## src/rtl/alu_op_sequencer.sv

```systemverilog
// rtl/alu_op_sequencer.sv - issue/collect sequencer feeding alu_32_bit
// Registers one request into the ALU, waits the opcode latency, then holds the result for the consumer.
module alu_op_sequencer #(
  parameter logic [2:0] MOD_OP      = 3'b011,
  parameter int         MOD_LATENCY = 33
) (
  input  logic        CLK,
  input  logic        reset,
  input  logic        in_valid,
  output logic        in_ready,
  input  logic [31:0] in_a,
  input  logic [31:0] in_b,
  input  logic [2:0]  in_op,
  output logic [31:0] alu_a,
  output logic [31:0] alu_b,
  output logic [2:0]  alu_op,
  output logic        alu_reset,
  input  logic [31:0] alu_result,
  output logic        out_valid,
  input  logic        out_ready,
  output logic [31:0] out_result,
  output logic [2:0]  out_op,
  output logic        out_dz,
  output logic        busy
);

  localparam int CW = $clog2(MOD_LATENCY + 1);

  typedef enum logic [1:0] {IDLE, CLEAR, EXEC, DONE} state_t;

  state_t          state;
  state_t          state_next;
  logic [CW-1:0]   cnt;
  logic            accept;

  always_ff @(posedge CLK) begin
    if (reset) state <= IDLE;
    else       state <= state_next;
  end

  always_comb begin
    state_next = state;
    case (state)
      IDLE: begin
        if (accept) begin
          if (in_op != MOD_OP)   state_next = EXEC;
          else if (in_b != '0)   state_next = CLEAR;
          else                   state_next = DONE;
        end
      end
      CLEAR:   state_next = EXEC;
      EXEC:    if (cnt == CW'(1)) state_next = DONE;
      DONE:    if (out_valid && out_ready) state_next = IDLE;
      default: state_next = IDLE;
    endcase
  end

  always_comb begin
    in_ready = (state == IDLE) && !reset;
    busy     = (state != IDLE);
    accept   = in_valid && in_ready;
  end

  // Mod by zero never touches the ALU: the dividend is returned as the result with the dz flag.
  always_ff @(posedge CLK) begin
    if (reset) begin
      cnt        <= '0;
      alu_a      <= '0;
      alu_b      <= '0;
      alu_op     <= '0;
      out_result <= '0;
      out_op     <= '0;
      out_valid  <= 1'b0;
      out_dz     <= 1'b0;
      alu_reset  <= 1'b1;
    end else begin
      case (state)
        IDLE: begin
          alu_reset <= 1'b0;
          if (accept) begin
            alu_a  <= in_a;
            alu_b  <= in_b;
            alu_op <= in_op;
            out_op <= in_op;
            if (in_op != MOD_OP) begin
              cnt <= CW'(1);
            end else if (in_b != '0) begin
              alu_reset <= 1'b1;
            end else begin
              out_result <= in_a;
              out_dz     <= 1'b1;
              out_valid  <= 1'b1;
            end
          end
        end
        CLEAR: begin
          alu_reset <= 1'b0;
          cnt       <= CW'(MOD_LATENCY);
        end
        EXEC: begin
          cnt <= cnt - CW'(1);
          if (cnt == CW'(1)) begin
            out_result <= alu_result;
            out_dz     <= 1'b0;
            out_valid  <= 1'b1;
          end
        end
        DONE: begin
          if (out_valid && out_ready) out_valid <= 1'b0;
        end
        default: ;
      endcase
    end
  end

endmodule

```

## config.mk

```make
export PLATFORM = sky130hd
export DESIGN_NAME = alu_op_sequencer
export DESIGN_NICKNAME = d
export VERILOG_FILES = /design/src/rtl/alu_op_sequencer.sv
export SDC_FILE = /design/constraint.sdc
export NUM_CORES = 1
export LEC_CHECK = 0
export BUFFER_PORTS_ARGS = -buffer_cell sky130_fd_sc_hd__buf_2
export CAP_MARGIN = 40
export CORE_ASPECT_RATIO = 1.75
export CORE_MARGIN = 8
export CORE_UTILIZATION = 42
export CTS_CLUSTER_DIAMETER = 200
export CTS_CLUSTER_SIZE = 28
export DETAILED_ROUTE_END_ITERATION = 10
export MAX_ROUTING_LAYER = met4
export PLACE_DENSITY = 0.76
export SLEW_MARGIN = 5
export SYNTH_ARGS = -nofsm -noshare
export SYNTH_HDL_FRONTEND = slang
export SYNTH_SLANG_ARGS = --single-unit
```

## constraint.sdc

```tcl
create_clock -name CLK -period 2.1 [get_ports CLK]
set_input_delay 0.21 -clock CLK [delete_from_list [all_inputs] [get_ports CLK]]
set_output_delay 0.21 -clock CLK [all_outputs]
set_load 0.01 [all_outputs]
```

# Word level (Yosys, flattened, before mapping)
# Cells that the tools add are included.
classes:
  n_addsub: 1
  eq_ne: 11
  n_mux: 26
  n_reduce_logical: 16
op_table:
  columns: ["cell", "n"]
  rows:
  - ["two-way mux 32 bit", 4]
  - ["case mux 32 bit (2 select lines)", 1]
  - ["nonzero test 32 bit", 1]
  - ["case mux 6 bit (3 select lines)", 1]
  - ["two-way mux 6 bit", 2]
  - ["two-way mux 2 bit", 5]
  - ["inequality test 2 bit (second input constant)", 5]
  - ["two-way mux 1 bit", 9]
  - ["case mux 2 bit (4 select lines)", 1]
  - ["== test 6 x 1 -> 1 bit (second input constant)", 1]
  - ["AND reduction 3 bit", 2]
  - ["AND reduction 6 bit", 1]
  - ["nonzero test 2 bit", 3]
  - ["nonzero test 3 bit", 2]
  - ["subtractor 6 x 1 -> 6 bit (second input constant)", 1]
  - ["AND reduction 5 bit", 1]
  - ["== test 2 bit (second input constant)", 2]
  - ["case mux 1 bit (2 select lines)", 2]
  - ["logical AND 1 bit", 3]
  - ["inequality test 3 x 2 -> 1 bit (second input constant)", 1]
  - ["case mux 1 bit (3 select lines)", 1]
  - ["== test 2 x 1 -> 1 bit (second input constant)", 1]
  - ["zero test 2 bit", 1]
  - ["inequality test 2 x 1 -> 1 bit (second input constant)", 1]
  - ["2 further kinds", 2]
word_totals:
  register_bits: 110
  out_inout_bits: 107
  elab_cells: 63

# Logic depth before layout (Yosys ltp)
depth:
  word_depth: 5
  mapped_depth: 10

# Least setup slack after synthesis
# OpenSTA, ideal clock, no wires.
synth_timing:
  kind: "register -> register"
  from: "reg state[0]"
  to: "reg out_result[2]"
  t_arrival_ps: 1904
  path_slack_ps: 61
  stages_incl_launch_ff: 10
  synth_period_minus_slack_ps: 2039
  cell_sequence: "dfxtp_1 -> inv_1 -> ha_1 -> clkbuf_1 -> nand3_1 -> o41ai_4 -> and2_1 -> buf_2 -> buf_4 -> a211oi_1"
synth_via:
  elab_chain_len: 5
  elab_cells_between_ends: 11
synth_rtl:
  columns: ["element", "line_no", "text"]
  rows:
  - ["from (decl)", "31", "state_t state;"]
  - ["from (signal assigned)", "38", "else state <= state_next;"]
  - ["zero test 2 bit", "59, 77", null]
  - ["logical AND 1 bit", "59", "in_ready = (state == IDLE) && !reset;"]
  - ["logical AND 1 bit", "61", "accept = in_valid && in_ready;"]
  - ["inequality test 2 bit (no line)", null, null]
  - ["AND reduction 5 bit (no line)", null, null]
  - ["to (signal assigned)", "90", "out_result <= in_a;"]
  - ["to (signal assigned)", "103", "out_result <= alu_result;"]
  - ["to (decl)", "21", "output logic [31:0] out_result,"]
# Parallel ways exist; a longest one is shown, timed or not.
# A chain may end at the register's enable or synchronous reset.

# Final worst setup path
layout_timing:
  from: "reg cnt[2]"
  to: "reg out_valid"
layout_via:
  elab_chain_len: 3
layout_rtl:
  columns: ["element", "line_no", "text"]
  rows:
  - ["from (decl)", "33", "logic [CW-1:0] cnt;"]
  - ["from (signal assigned)", "98", "cnt <= CW'(MOD_LATENCY);"]
  - ["from (signal assigned)", "101", "cnt <= cnt - CW'(1);"]
  - ["== test 6 x 1 -> 1 bit", "102", "if (cnt == CW'(1)) begin"]
  - ["inequality test 2 bit (no line)", null, null]
  - ["AND reduction 6 bit (no line)", null, null]
  - ["to (signal assigned)", "92", "out_valid <= 1'b1;"]
  - ["to (signal assigned)", "105", "out_valid <= 1'b1;"]
  - ["to (signal assigned)", "109", "if (out_valid && out_ready) out_valid <= 1'b0;"]
  - ["to (decl)", "19", "output logic out_valid,"]
# Every way passes these cells.

==> reports/metrics.cfg <==
[pwr]
p_int_w = 0.00449
p_seq_share_pct = 40.3
power_w = 0.00696
clockPowerShare_pct = 25.1
vdd_ir_drop_max_uv = 570
power.share.switching_pct = 35.6
power_density_nw_per_um2 = 1160
reported_leakage_power_nw = 3.00
p_switching_w = 0.00248
power.combinational.fraction_pct = 34.6

[setup_path]
crit-reg2reg-launch = cnt[2]
timing.reg2reg.setup_slack_ns = 0.12
worst_ep_arrival_time_ns = 2.22
path_class = register to register
regToRegEndpoint = out_valid
critical_path_peak_fanout = 6
start_kind = register
critPathRequiredTime_ns = 2.34
end_kind = register
worst_r2r_path_depth = 5

[cts]
inserted_clock_buffers = 9
htreeDepth = 3
clk_root_buffer_cell = clkbuf_16
clock_sink_count = 110
clkLatencyLatePin_ns = 0.35
ctsLongestPathBuffers = 2
tritoncts = yes
path_clk_slew_ns = 0.08

[cells_and_area]
final_cell_mix = 209 x buf_2, 144 x nand2_1, 110 x dfxtp_1
final_layout_net_count = 843
layout.cells.most_common = buf_2
finish.cell_count_without_fillers = 869
fillerInstances = 949
share_of_layout_cells_above_drive_strength_1_pct = 33.3
synthToLayoutAreaGrowth_pct = 32.5
layout.cell_area.non_filler_um2 = 6020

[floorplanning]
core_area_um2 = 10600
std_cell_rows = 50
initial_core_util_pct = 42.8
io_pins = 210
fp.dieH_um = 154
dieWidth_um = 94.7
floorplan.die_area_um2 = 14500

[sta]
final.setup.tns_ns = 0
min_period_over_period_pct = 94.4
period_needed_ns = 1.98
timing.final.setup_violations = 0
timing_max_transition_violations_final = 0
grt_setup_unrepaired = false
worst-slew-pin-transition_ns = 0.752
max-slew-margin-rel_pct = 49.9
final.hold.worst_slack_ns = 0.0596
number_of_hold_violations_in_the_final_report = 0
maxClockFrequency_mhz = 505
timing.clock.skew_ns = 0.00874

[grt]
grt_first_pass_wirelength_um = 22600
globalRouteTotalUtil_pct = 19.9
first_global_vias = 4592
grt_start_max_net_pins = 69
antenna_found_initial = 1
globalRouteOverflowTotal = 0

[logic_synthesis]
syn-mean-instance-area_um2 = 8.35
largest_family_of_logic_cells_by_synthesized_area = simple AND/OR/NAND/NOR gates
compound_gate_portion_of_the_synthesized_area_pct = 13.3
synthArstFlopShare_pct = 0
yosys-mux-area-fraction_pct = 7.29
synth.yosys.seq_area_share_pct = 48.4
synth_cells = 545
synthDistinctLibCells = 39
ys_warn_count = 0
synth-seq-cells = 110
synth_adder_area_share_pct = 1.93
synth_enable_flop_cells = 0
synth.cell_area_um2 = 4550
synth_simple_gate_area_share_pct = 23.6
ys.flop_type = dfxtp_1
yosys.area_share.xor_xnor_pct = 0
net_count_after_synthesis = 655

[place]
place.detailed.instances = 852
detailed_place.area_um2 = 5700
routability_congestion_estimate = 0.838
detailedPlacementHpwl_um = 11000
numPortBuffers = 209

[drt]
detail_route.iter0.violations = 254
via_count = 4667
postRouteAntennaNets = 0
vias_per_cell = 5.37
totalWireLength_um = 14800
detail_route.first_pass.iterations = 4
wl_per_cell_um = 17.0
remaining_drc_errors = 0

[flow_run]
maxCapViolCount = 0

[min_path]
holdPathStages = 3
holdCritStartpoint = in_b[23]
hold_path_class = primary input to register
holdPathEnd = alu_b[23]

[status]
run_status = completed

==> logic make-up after synthesis <==
logic type | after synthesis
AO/OA/AOI/OAI | 94
adder cells (fa/ha/maj) | 7
buffers and inverters | 55
flip-flops | 110
multiplexers | 33
AND/OR/NAND/NOR | 246
==> layer usage <==
metal  track usage (%)  share of wire, %  vias up
li1                  -                 -     2255
met2              32.6                50      225
met3              4.34               8.3       38
met5                 -                 0        -
met1              21.9                39     2149
met4              10.1               3.3        0
==> how the worst max path moves through the flow <==
stage / cells after the start / to / startpoint
final: 5 / out_valid / cnt[2]
after global routing: 6 / out_result[11] / cnt[2]
after CTS: 7 / out_result[28] / state[0]
after detailed placement: 7 / out_result[28] / in_b[23]
after global placement: 7 / out_result[21] / in_b[23]
after floorplan: 9 / out_result[2] / state[0]
==> stage by stage <==
stage          setup slack (ns)  util, %
6_report                  0.119     56.6
5_1_grt                  0.0140     56.6
4_1_cts                  0.0664     56.5
3_5_place_dp            -0.0671     53.6
3_3_place_gp            0.00570     53.6
2_1_floorplan            0.0608        -
==> cells in the mapped netlist (3+ instances only) <==
| cell type | n | area (µm²) |
|---|---|---|
| a21oi_1 | 42 | 210 |
| nor2_1 | 8 | 30.0 |
| clkbuf_1 | 24 | 90.1 |
| nor4_1 | 8 | 50.1 |
| inv_1 | 9 | 33.8 |
| ha_1 | 7 | 87.6 |
| mux2i_1 | 32 | 320 |
| nand4_1 | 4 | 25.0 |
| nand2_1 | 145 | 544 |
| o21ai_0 | 8 | 40.0 |
| dfxtp_1 | 110 | 2200 |
| nor3_1 | 3 | 15.0 |
| buf_4 | 9 | 67.6 |
| buf_2 | 4 | 20.0 |
| buf_1 | 8 | 30.0 |
| a211oi_1 | 33 | 248 |
| nand3_1 | 69 | 345 |
==> flip-flops by register name, summed over array words and instances, names as in the netlist <==
signal      flops
alu_a          32
alu_b          32
out_result     32
cnt             6
out_op          3
state           2
alu_reset       1
out_dz          1
out_valid       1
==> worst max-delay path, stage by stage (launching register included) <==
cell and delay (ns):
dfxtp_1 0.36, or4_1 0.56, o21ai_2 0.18, nand2_1 0.13, nor3b_1 0.27, mux2_2 0.36
==> area by class of cell <==
cell class | instances | area (µm²) | area share (%)
Multi-Input combinational cell | 380 | 2110 | 35.0
Clock buffer | 11 | 243 | 4.03
Clock inverter | 5 | 66.3 | 1.10
Tap cell | 130 | 163 | 2.70
Inverter | 10 | 37.5 | 0.623
Sequential cell | 110 | 2200 | 36.6
Timing Repair Buffer | 222 | 1200 | 19.9
Antenna cell | 1 | 2.50 | 0.0415
==> repair_timing <==
action / 4_1_cts / 5_1_grt
resized for setup: 0 / 3
hold buffers: 0 / 0
endpoints found under the hold margin: 0 / 0
setup buffers: 0 / 0
endpoints found under the setup margin: 0 / 33
==> power groups by stage <==
| stage | registers (W) | clock network [W] | logic, W |
|---|---|---|---|
| 2_1_floorplan | 0.00302 | 0 | 0.00123 |
| 3_5_place_dp | 0.00284 | 0 | 0.00240 |
| 4_1_cts | 0.00280 | 0.00180 | 0.00240 |
| 3_3_place_gp | 0.00282 | 0 | 0.00233 |
| 5_1_grt | 0.00286 | 0.00191 | 0.00263 |
| 6_report | 0.00280 | 0.00175 | 0.00241 |
(Power assumes the default switching activity.)
